$ cat src/rtl/mc_ctrl_pkg.sv
// Shared definitions for the multi-cycle control FSM.
//   - state_t   : controller state encoding
//   - OP_* / FN_*: recognised opcode and funct fields of the core ISA subset
//   - ALU_*     : alu_op codes driven to the ALU control
//   - SRCB_*    : alu_src_b mux select codes
//   - CAUSE_*   : trap_cause codes
package mc_ctrl_pkg;

   typedef enum logic [3:0] {
      IDLE,
      FETCH,
      DECODE,
      EXEC_R,
      EXEC_I,
      MEM_RD,
      MEM_WR,
      WB_R,
      WB_I,
      WB_MEM,
      BRANCH,
      TRAP
   } state_t;

   // Opcodes (IR[31:26])
   localparam logic [5:0] OP_RTYPE = 6'h00;
   localparam logic [5:0] OP_BEQ   = 6'h04;
   localparam logic [5:0] OP_ADDI  = 6'h08;
   localparam logic [5:0] OP_LW    = 6'h23;
   localparam logic [5:0] OP_SW    = 6'h2B;

   // R-type funct codes (IR[5:0])
   localparam logic [5:0] FN_ADD = 6'h20;
   localparam logic [5:0] FN_SLT = 6'h2A;

   // ALU operation codes
   localparam logic [2:0] ALU_ADD = 3'b000;
   localparam logic [2:0] ALU_SLT = 3'b100;
   localparam logic [2:0] ALU_SUB = 3'b110;

   // ALU B-operand select codes
   localparam logic [1:0] SRCB_RT      = 2'b00;
   localparam logic [1:0] SRCB_FOUR    = 2'b01;
   localparam logic [1:0] SRCB_IMM     = 2'b10;
   localparam logic [1:0] SRCB_IMM_SH2 = 2'b11;

   // Trap causes
   localparam logic [1:0] CAUSE_NONE    = 2'b00;
   localparam logic [1:0] CAUSE_ILLEGAL = 2'b01;
   localparam logic [1:0] CAUSE_TIMEOUT = 2'b10;

   // States that hold a request on the shared memory port
   function automatic logic is_mem_state(input state_t s);
      return (s == FETCH) || (s == MEM_RD) || (s == MEM_WR);
   endfunction

endpackage

$ cat src/rtl/multicycle_ctrl_mem_wait_timer.sv
// Memory wait timer for the multi-cycle controller.
// Counts consecutive cycles spent in a memory state without mem_ready and
// flags the cycle on which the count sits at the timeout limit.
// Ports:
//   clk, rst  : clock, synchronous active-high reset
//   clear     : force the count back to zero (takes priority over count_en)
//   count_en  : advance the count by one this cycle
//   expired   : count equals MAX_WAIT-1; a further unready cycle must trap
module mem_wait_timer #(
   parameter int unsigned MAX_WAIT = 15,
   parameter int unsigned WAIT_W   = 4
) (
   input  logic clk,
   input  logic rst,
   input  logic clear,
   input  logic count_en,
   output logic expired
);

   localparam logic [WAIT_W-1:0] LIMIT = WAIT_W'(MAX_WAIT - 1);

   logic [WAIT_W-1:0] wait_cnt;

   always_ff @(posedge clk) begin
      if (rst || clear) begin
         wait_cnt <= '0;
      end else if (count_en) begin
         wait_cnt <= wait_cnt + WAIT_W'(1);
      end
   end

   assign expired = (wait_cnt == LIMIT);

endmodule

$ cat src/rtl/multicycle_ctrl.sv
// Multi-cycle control FSM for the shared single-ALU / single-memory datapath.
// Sequences add, slt, lw, sw, addi and beq; raises a sticky trap on an
// illegal opcode/funct or on a memory request that stays unready too long.
// Ports:
//   clk, rst        : clock, synchronous active-high reset
//   run             : keep issuing instructions (sampled at retire and in IDLE)
//   opcode, funct   : IR[31:26], IR[5:0]
//   zero            : ALU zero flag (beq decision)
//   mem_ready       : memory completes the current access this cycle
//   pc_write .. alu_op : per-cycle datapath strobes
//   inst_done       : pulse on the final cycle of every retired instruction
//   instr_count     : retired-instruction count, wraps
//   trap, trap_cause: sticky trap flag and its cause
module multicycle_ctrl
   import mc_ctrl_pkg::*;
#(
   parameter int unsigned MAX_WAIT = 15,
   parameter int unsigned WAIT_W   = 4,
   parameter int unsigned CNT_W    = 32
) (
   input  logic             clk,
   input  logic             rst,
   input  logic             run,
   input  logic [5:0]       opcode,
   input  logic [5:0]       funct,
   input  logic             zero,
   input  logic             mem_ready,
   output logic             pc_write,
   output logic             pc_source,
   output logic             ir_write,
   output logic             iord,
   output logic             mem_read,
   output logic             mem_write,
   output logic             mem_to_reg,
   output logic             reg_write,
   output logic             reg_dst,
   output logic             alu_src_a,
   output logic [1:0]       alu_src_b,
   output logic [2:0]       alu_op,
   output logic             inst_done,
   output logic [CNT_W-1:0] instr_count,
   output logic             trap,
   output logic [1:0]       trap_cause
);

   state_t     state;
   state_t     state_next;
   logic       retire;
   logic       trap_set;
   logic [1:0] cause_next;
   logic       mem_wait;
   logic       wait_expired;

   // The timer is cleared every cycle that is not an unready memory cycle.
   // Memory states are only left on mem_ready (or a trap), so this is the
   // same as clearing on entry to FETCH/MEM_RD/MEM_WR.
   assign mem_wait = is_mem_state(state) && !mem_ready;

   mem_wait_timer #(
      .MAX_WAIT (MAX_WAIT),
      .WAIT_W   (WAIT_W)
   ) u_wait_timer (
      .clk      (clk),
      .rst      (rst),
      .clear    (!mem_wait),
      .count_en (mem_wait),
      .expired  (wait_expired)
   );

   always_ff @(posedge clk) begin
      if (rst) begin
         state <= IDLE;
      end else begin
         state <= state_next;
      end
   end

   always_ff @(posedge clk) begin
      if (rst) begin
         instr_count <= '0;
         trap        <= 1'b0;
         trap_cause  <= CAUSE_NONE;
      end else begin
         if (retire) begin
            instr_count <= instr_count + CNT_W'(1);
         end
         if (trap_set) begin
            trap       <= 1'b1;
            trap_cause <= cause_next;
         end
      end
   end

   always_comb begin
      state_next = state;
      retire     = 1'b0;
      trap_set   = 1'b0;
      cause_next = CAUSE_NONE;
      pc_write   = 1'b0;
      pc_source  = 1'b0;
      ir_write   = 1'b0;
      iord       = 1'b0;
      mem_read   = 1'b0;
      mem_write  = 1'b0;
      mem_to_reg = 1'b0;
      reg_write  = 1'b0;
      reg_dst    = 1'b0;
      alu_src_a  = 1'b0;
      alu_src_b  = SRCB_RT;
      alu_op     = ALU_ADD;

      case (state)
         IDLE: begin
            if (run) begin
               state_next = FETCH;
            end
         end

         FETCH: begin
            mem_read  = 1'b1;
            alu_src_b = SRCB_FOUR;
            ir_write  = mem_ready;
            pc_write  = mem_ready;
            if (mem_ready) begin
               state_next = DECODE;
            end else if (wait_expired) begin
               state_next = TRAP;
               trap_set   = 1'b1;
               cause_next = CAUSE_TIMEOUT;
            end
         end

         DECODE: begin
            alu_src_b = SRCB_IMM_SH2;
            case (opcode)
               OP_RTYPE: begin
                  if (funct == FN_ADD || funct == FN_SLT) begin
                     state_next = EXEC_R;
                  end else begin
                     state_next = TRAP;
                     trap_set   = 1'b1;
                     cause_next = CAUSE_ILLEGAL;
                  end
               end
               OP_LW, OP_SW, OP_ADDI: state_next = EXEC_I;
               OP_BEQ:                state_next = BRANCH;
               default: begin
                  state_next = TRAP;
                  trap_set   = 1'b1;
                  cause_next = CAUSE_ILLEGAL;
               end
            endcase
         end

         EXEC_R: begin
            alu_src_a  = 1'b1;
            alu_src_b  = SRCB_RT;
            alu_op     = (funct == FN_SLT) ? ALU_SLT : ALU_ADD;
            state_next = WB_R;
         end

         EXEC_I: begin
            alu_src_a = 1'b1;
            alu_src_b = SRCB_IMM;
            case (opcode)
               OP_LW:   state_next = MEM_RD;
               OP_SW:   state_next = MEM_WR;
               OP_ADDI: state_next = WB_I;
               default: begin
                  // IR changed underneath us; treat as illegal rather than guess
                  state_next = TRAP;
                  trap_set   = 1'b1;
                  cause_next = CAUSE_ILLEGAL;
               end
            endcase
         end

         MEM_RD: begin
            iord     = 1'b1;
            mem_read = 1'b1;
            if (mem_ready) begin
               state_next = WB_MEM;
            end else if (wait_expired) begin
               state_next = TRAP;
               trap_set   = 1'b1;
               cause_next = CAUSE_TIMEOUT;
            end
         end

         MEM_WR: begin
            iord      = 1'b1;
            mem_write = 1'b1;
            if (mem_ready) begin
               retire = 1'b1;
            end else if (wait_expired) begin
               state_next = TRAP;
               trap_set   = 1'b1;
               cause_next = CAUSE_TIMEOUT;
            end
         end

         WB_R: begin
            reg_write = 1'b1;
            reg_dst   = 1'b1;
            retire    = 1'b1;
         end

         WB_I: begin
            reg_write = 1'b1;
            retire    = 1'b1;
         end

         WB_MEM: begin
            reg_write  = 1'b1;
            mem_to_reg = 1'b1;
            retire     = 1'b1;
         end

         BRANCH: begin
            alu_src_a = 1'b1;
            alu_src_b = SRCB_RT;
            alu_op    = ALU_SUB;
            pc_source = 1'b1;
            pc_write  = zero;
            retire    = 1'b1;
         end

         TRAP: begin
            state_next = TRAP;
         end

         default: begin
            state_next = IDLE;
         end
      endcase

      // run is only looked at on the retiring cycle, so a mid-instruction
      // drop never aborts the instruction in flight
      if (retire) begin
         state_next = run ? FETCH : IDLE;
      end
   end

   assign inst_done = retire;

endmodule

$ cat config.mk
export PLATFORM = sky130hd
export DESIGN_NAME = multicycle_ctrl
export DESIGN_NICKNAME = d
export VERILOG_FILES = /design/src/rtl/mc_ctrl_pkg.sv /design/src/rtl/multicycle_ctrl_mem_wait_timer.sv /design/src/rtl/multicycle_ctrl.sv
export SDC_FILE = /design/constraint.sdc
export NUM_CORES = 1
export LEC_CHECK = 0
export ABC_CLOCK_PERIOD_IN_PS = 5350
export CAP_MARGIN = 25
export CORE_ASPECT_RATIO = 0.6
export CORE_MARGIN = 2
export CORE_UTILIZATION = 41
export CTS_CLUSTER_SIZE = 28
export DETAILED_ROUTE_END_ITERATION = 8
export DONT_BUFFER_PORTS = 1
export MAX_ROUTING_LAYER = met4
export PLACE_DENSITY_LB_ADDON = 0.2
export SLEW_MARGIN = 20
export SYNTH_ARGS = -nofsm -noshare
export SYNTH_HDL_FRONTEND = slang
export SYNTH_HIERARCHICAL = 1
export SYNTH_SLANG_ARGS = --single-unit
$ cat constraint.sdc
create_clock -name clk -period 5.35 [get_ports clk]
set_clock_uncertainty 0.15 [all_clocks]
set_input_delay 0.8025 -clock clk [delete_from_list [all_inputs] [get_ports clk]]
set_output_delay 0.8025 -clock clk [all_outputs]
set_load 0.02 [all_outputs]
==> out/results.txt <==
result of the run = complete, no violations
max_slew headroom = 0.413
PortBufs = 0
hold depth = 2
nets@finish = 330
CP Class = register to output pin
largest area contributor in the netlist = dfxtp_1
clk sinks = 43
DRC = 0
Resized cells post-CTS = 0
Setup crit start kind = register
via count of the first global-routing pass = 1916
Die Footprint = 0.00690 mm^2
EDFF count, synth = 0
post-route cell area = 0.00269 mm^2
core area = 0.00606 mm^2
CP endpoint kind = output pin
most frequent cell after synthesis = dfxtp_1
first-pass GRT wire length = 9.52 mm
detailed-route vias per instance = 5.61
Net Count, Synth = 341
DR vias = 2215
worst slew pin tran = 0.881 ns
Crit Path Max Fanout = 25
Root Driver = clkbuf_8
diode count = 0
row cnt = 22
Pre-antenna DRT Iters = 4
total CTS buffers = 5
Post-synth ARST share = 0
DR WL/cell = 15.0 um
TritonCTS clock tree = built
top cells by area, synth = dfxtp_1, a21oi_1, xnor2_1
cts-stage hold buffer count = 0
Synth Flop Type = dfxtp_1
placed cell area = 0.00257 mm^2
Worst R2R Path Depth = 5
LEAKAGE = 0.855 nW
postcts setup bufs = 0
DIE HEIGHT = 65.1 um
peak supply drop = 149 uV
syn avg cell area = 7.96 um^2
grt total ovfl = 0
clk_lat worst skew = 0.29 ns
FMAX = 0.325 GHz
Post-Syn Area = 0.00255 mm^2
unrepaired setup endpoints after global routing = false
max-cap violation count = 0
share of cells above drive strength 1 = 0.0900
Final Cycle Share = 0.576
Ports = 68
clk buf depth = 2
hold crit path type = register to register
post-synthesis sequential area ratio = 0.337
final core utilization = 0.444
Area Growth Syn to Fin = 5.34%
CP arrival = 2.13 ns
list of most frequent post-synthesis cells = dfxtp_1, nor2_1, a21oi_1
All-Layer GR Usage = 0.176
total wire length = 5.91 mm
fin. max-slew vios = 0
Hold Violations, Final = 0
initial core utilization = 0.422
post-detail-place hpwl = 4.28 mm
endpoints failing setup = 0
Worst Path Required = 4.40 ns
DP Cell Count = 387
FF+latch count, synth = 43
number of DRC markers in iteration 0 = 86
largest net degree at the start of global routing = 42
Synth Instances = 321
Yosys top cell area share = 0.337
clock transition at the registers of the reported paths = 0.08 ns
Fin Setup TNS = 0 ns
initial antenna violation count = 0
Synth warnings = 6
Final ANT Viol Nets = 0
H-tree depth = 2
Cell Pwr Density = 242 mW/mm^2
min cycle time layout = 3.08 ns
Die Wd = 106 um
hold slack = 0.390 ns
distinct cell type count after synthesis = 58
Cell Count, Final, Fillers Out = 395
GP Congestion = 0.892
## worst max-delay path, stage by stage (launching register included)
cell	delay (ns)
dfxtp_1	0.78
nor2b_1	0.33
nand2_1	0.17
o21a_1	0.18
o21bai_1	0.37
## metrics by stage
stage / setup WS, ns / power, mW
after floorplan: 2.46 / 0.392
after global placement: 2.50 / 0.396
after detailed placement: 2.42 / 0.396
after CTS: 2.27 / 0.656
after global routing: 2.13 / 0.677
final: 2.27 / 0.651
## cell usage in the layout, fill, tap and decap left out, types with 8 or more instances in the layout
master   synthesis  final
nand4_1          9      9
o21ai_0         12     12
inv_1            8      8
dfxtp_1         43     43
a21oi_1         27     27
nand2_1         21     21
or3_1            9      9
xnor2_1         14     14
nand3_1         13     13
nor3_1          12     12
nor2_1          29     29
## where the power goes
part / switching [mW] / total [mW] / internal [mW] / leakage, nW
registers: 0.0148 / 0.338 / 0.323 / 0.347
clock network: 0.111 / 0.262 / 0.151 / 0.0612
logic: 0.0302 / 0.0509 / 0.0206 / 0.447
total: 0.156 / 0.651 / 0.495 / 0.855
## layout make-up
class,count,area [um^2]
fillers,615,3370
multi-input cells,249,1550
flip-flops and latches,43,861
well taps,84,105
clock buffers,6,82.6
clock inverters,2,35.0
inverters,8,30.0
repair buffers,3,22.5
## layer usage
layer	part of all wire	vias up	track usage
met5	0	-	-
li1	-	1139	-
met4	0.0037	0	0.0247
met1	0.53	1013	0.260
met2	0.39	61	0.234
met3	0.078	2	0.0595
## cell families (layout without fill, tap and decap cells)
logic type               after synthesis  count (layout)  synth area share
AO/OA/AOI/OAI                         73              73             0.182
XOR/XNOR                              17              17            0.0583
adder cells (fa/ha/maj)                3               3            0.0147
buffers and inverters                 29              19            0.0544
flip-flops                            43              43             0.337
multiplexers                           5               5            0.0206
other                                  1               1           0.00147
AND/OR/NAND/NOR                      150             150             0.332
## state kept, by name, indices dropped and copies added, names as in the netlist
name	cells
state	4
u_wait_timer/wait_cnt	4
instr_count	32
trap	1
trap_cause	2
## worst paths after layout
check | slack (ns) | from | to
worst min register to register | 0.39 | u_wait_timer/wait_cnt[1] | u_wait_timer/wait_cnt[1]
worst min-delay path | 0.39 | u_wait_timer/wait_cnt[1] | u_wait_timer/wait_cnt[1]
worst max register to register | 2.32 | state[3] | instr_count[28]
worst max-delay path | 2.27 | state[0] | alu_src_a
(Power assumes the default switching activity.)
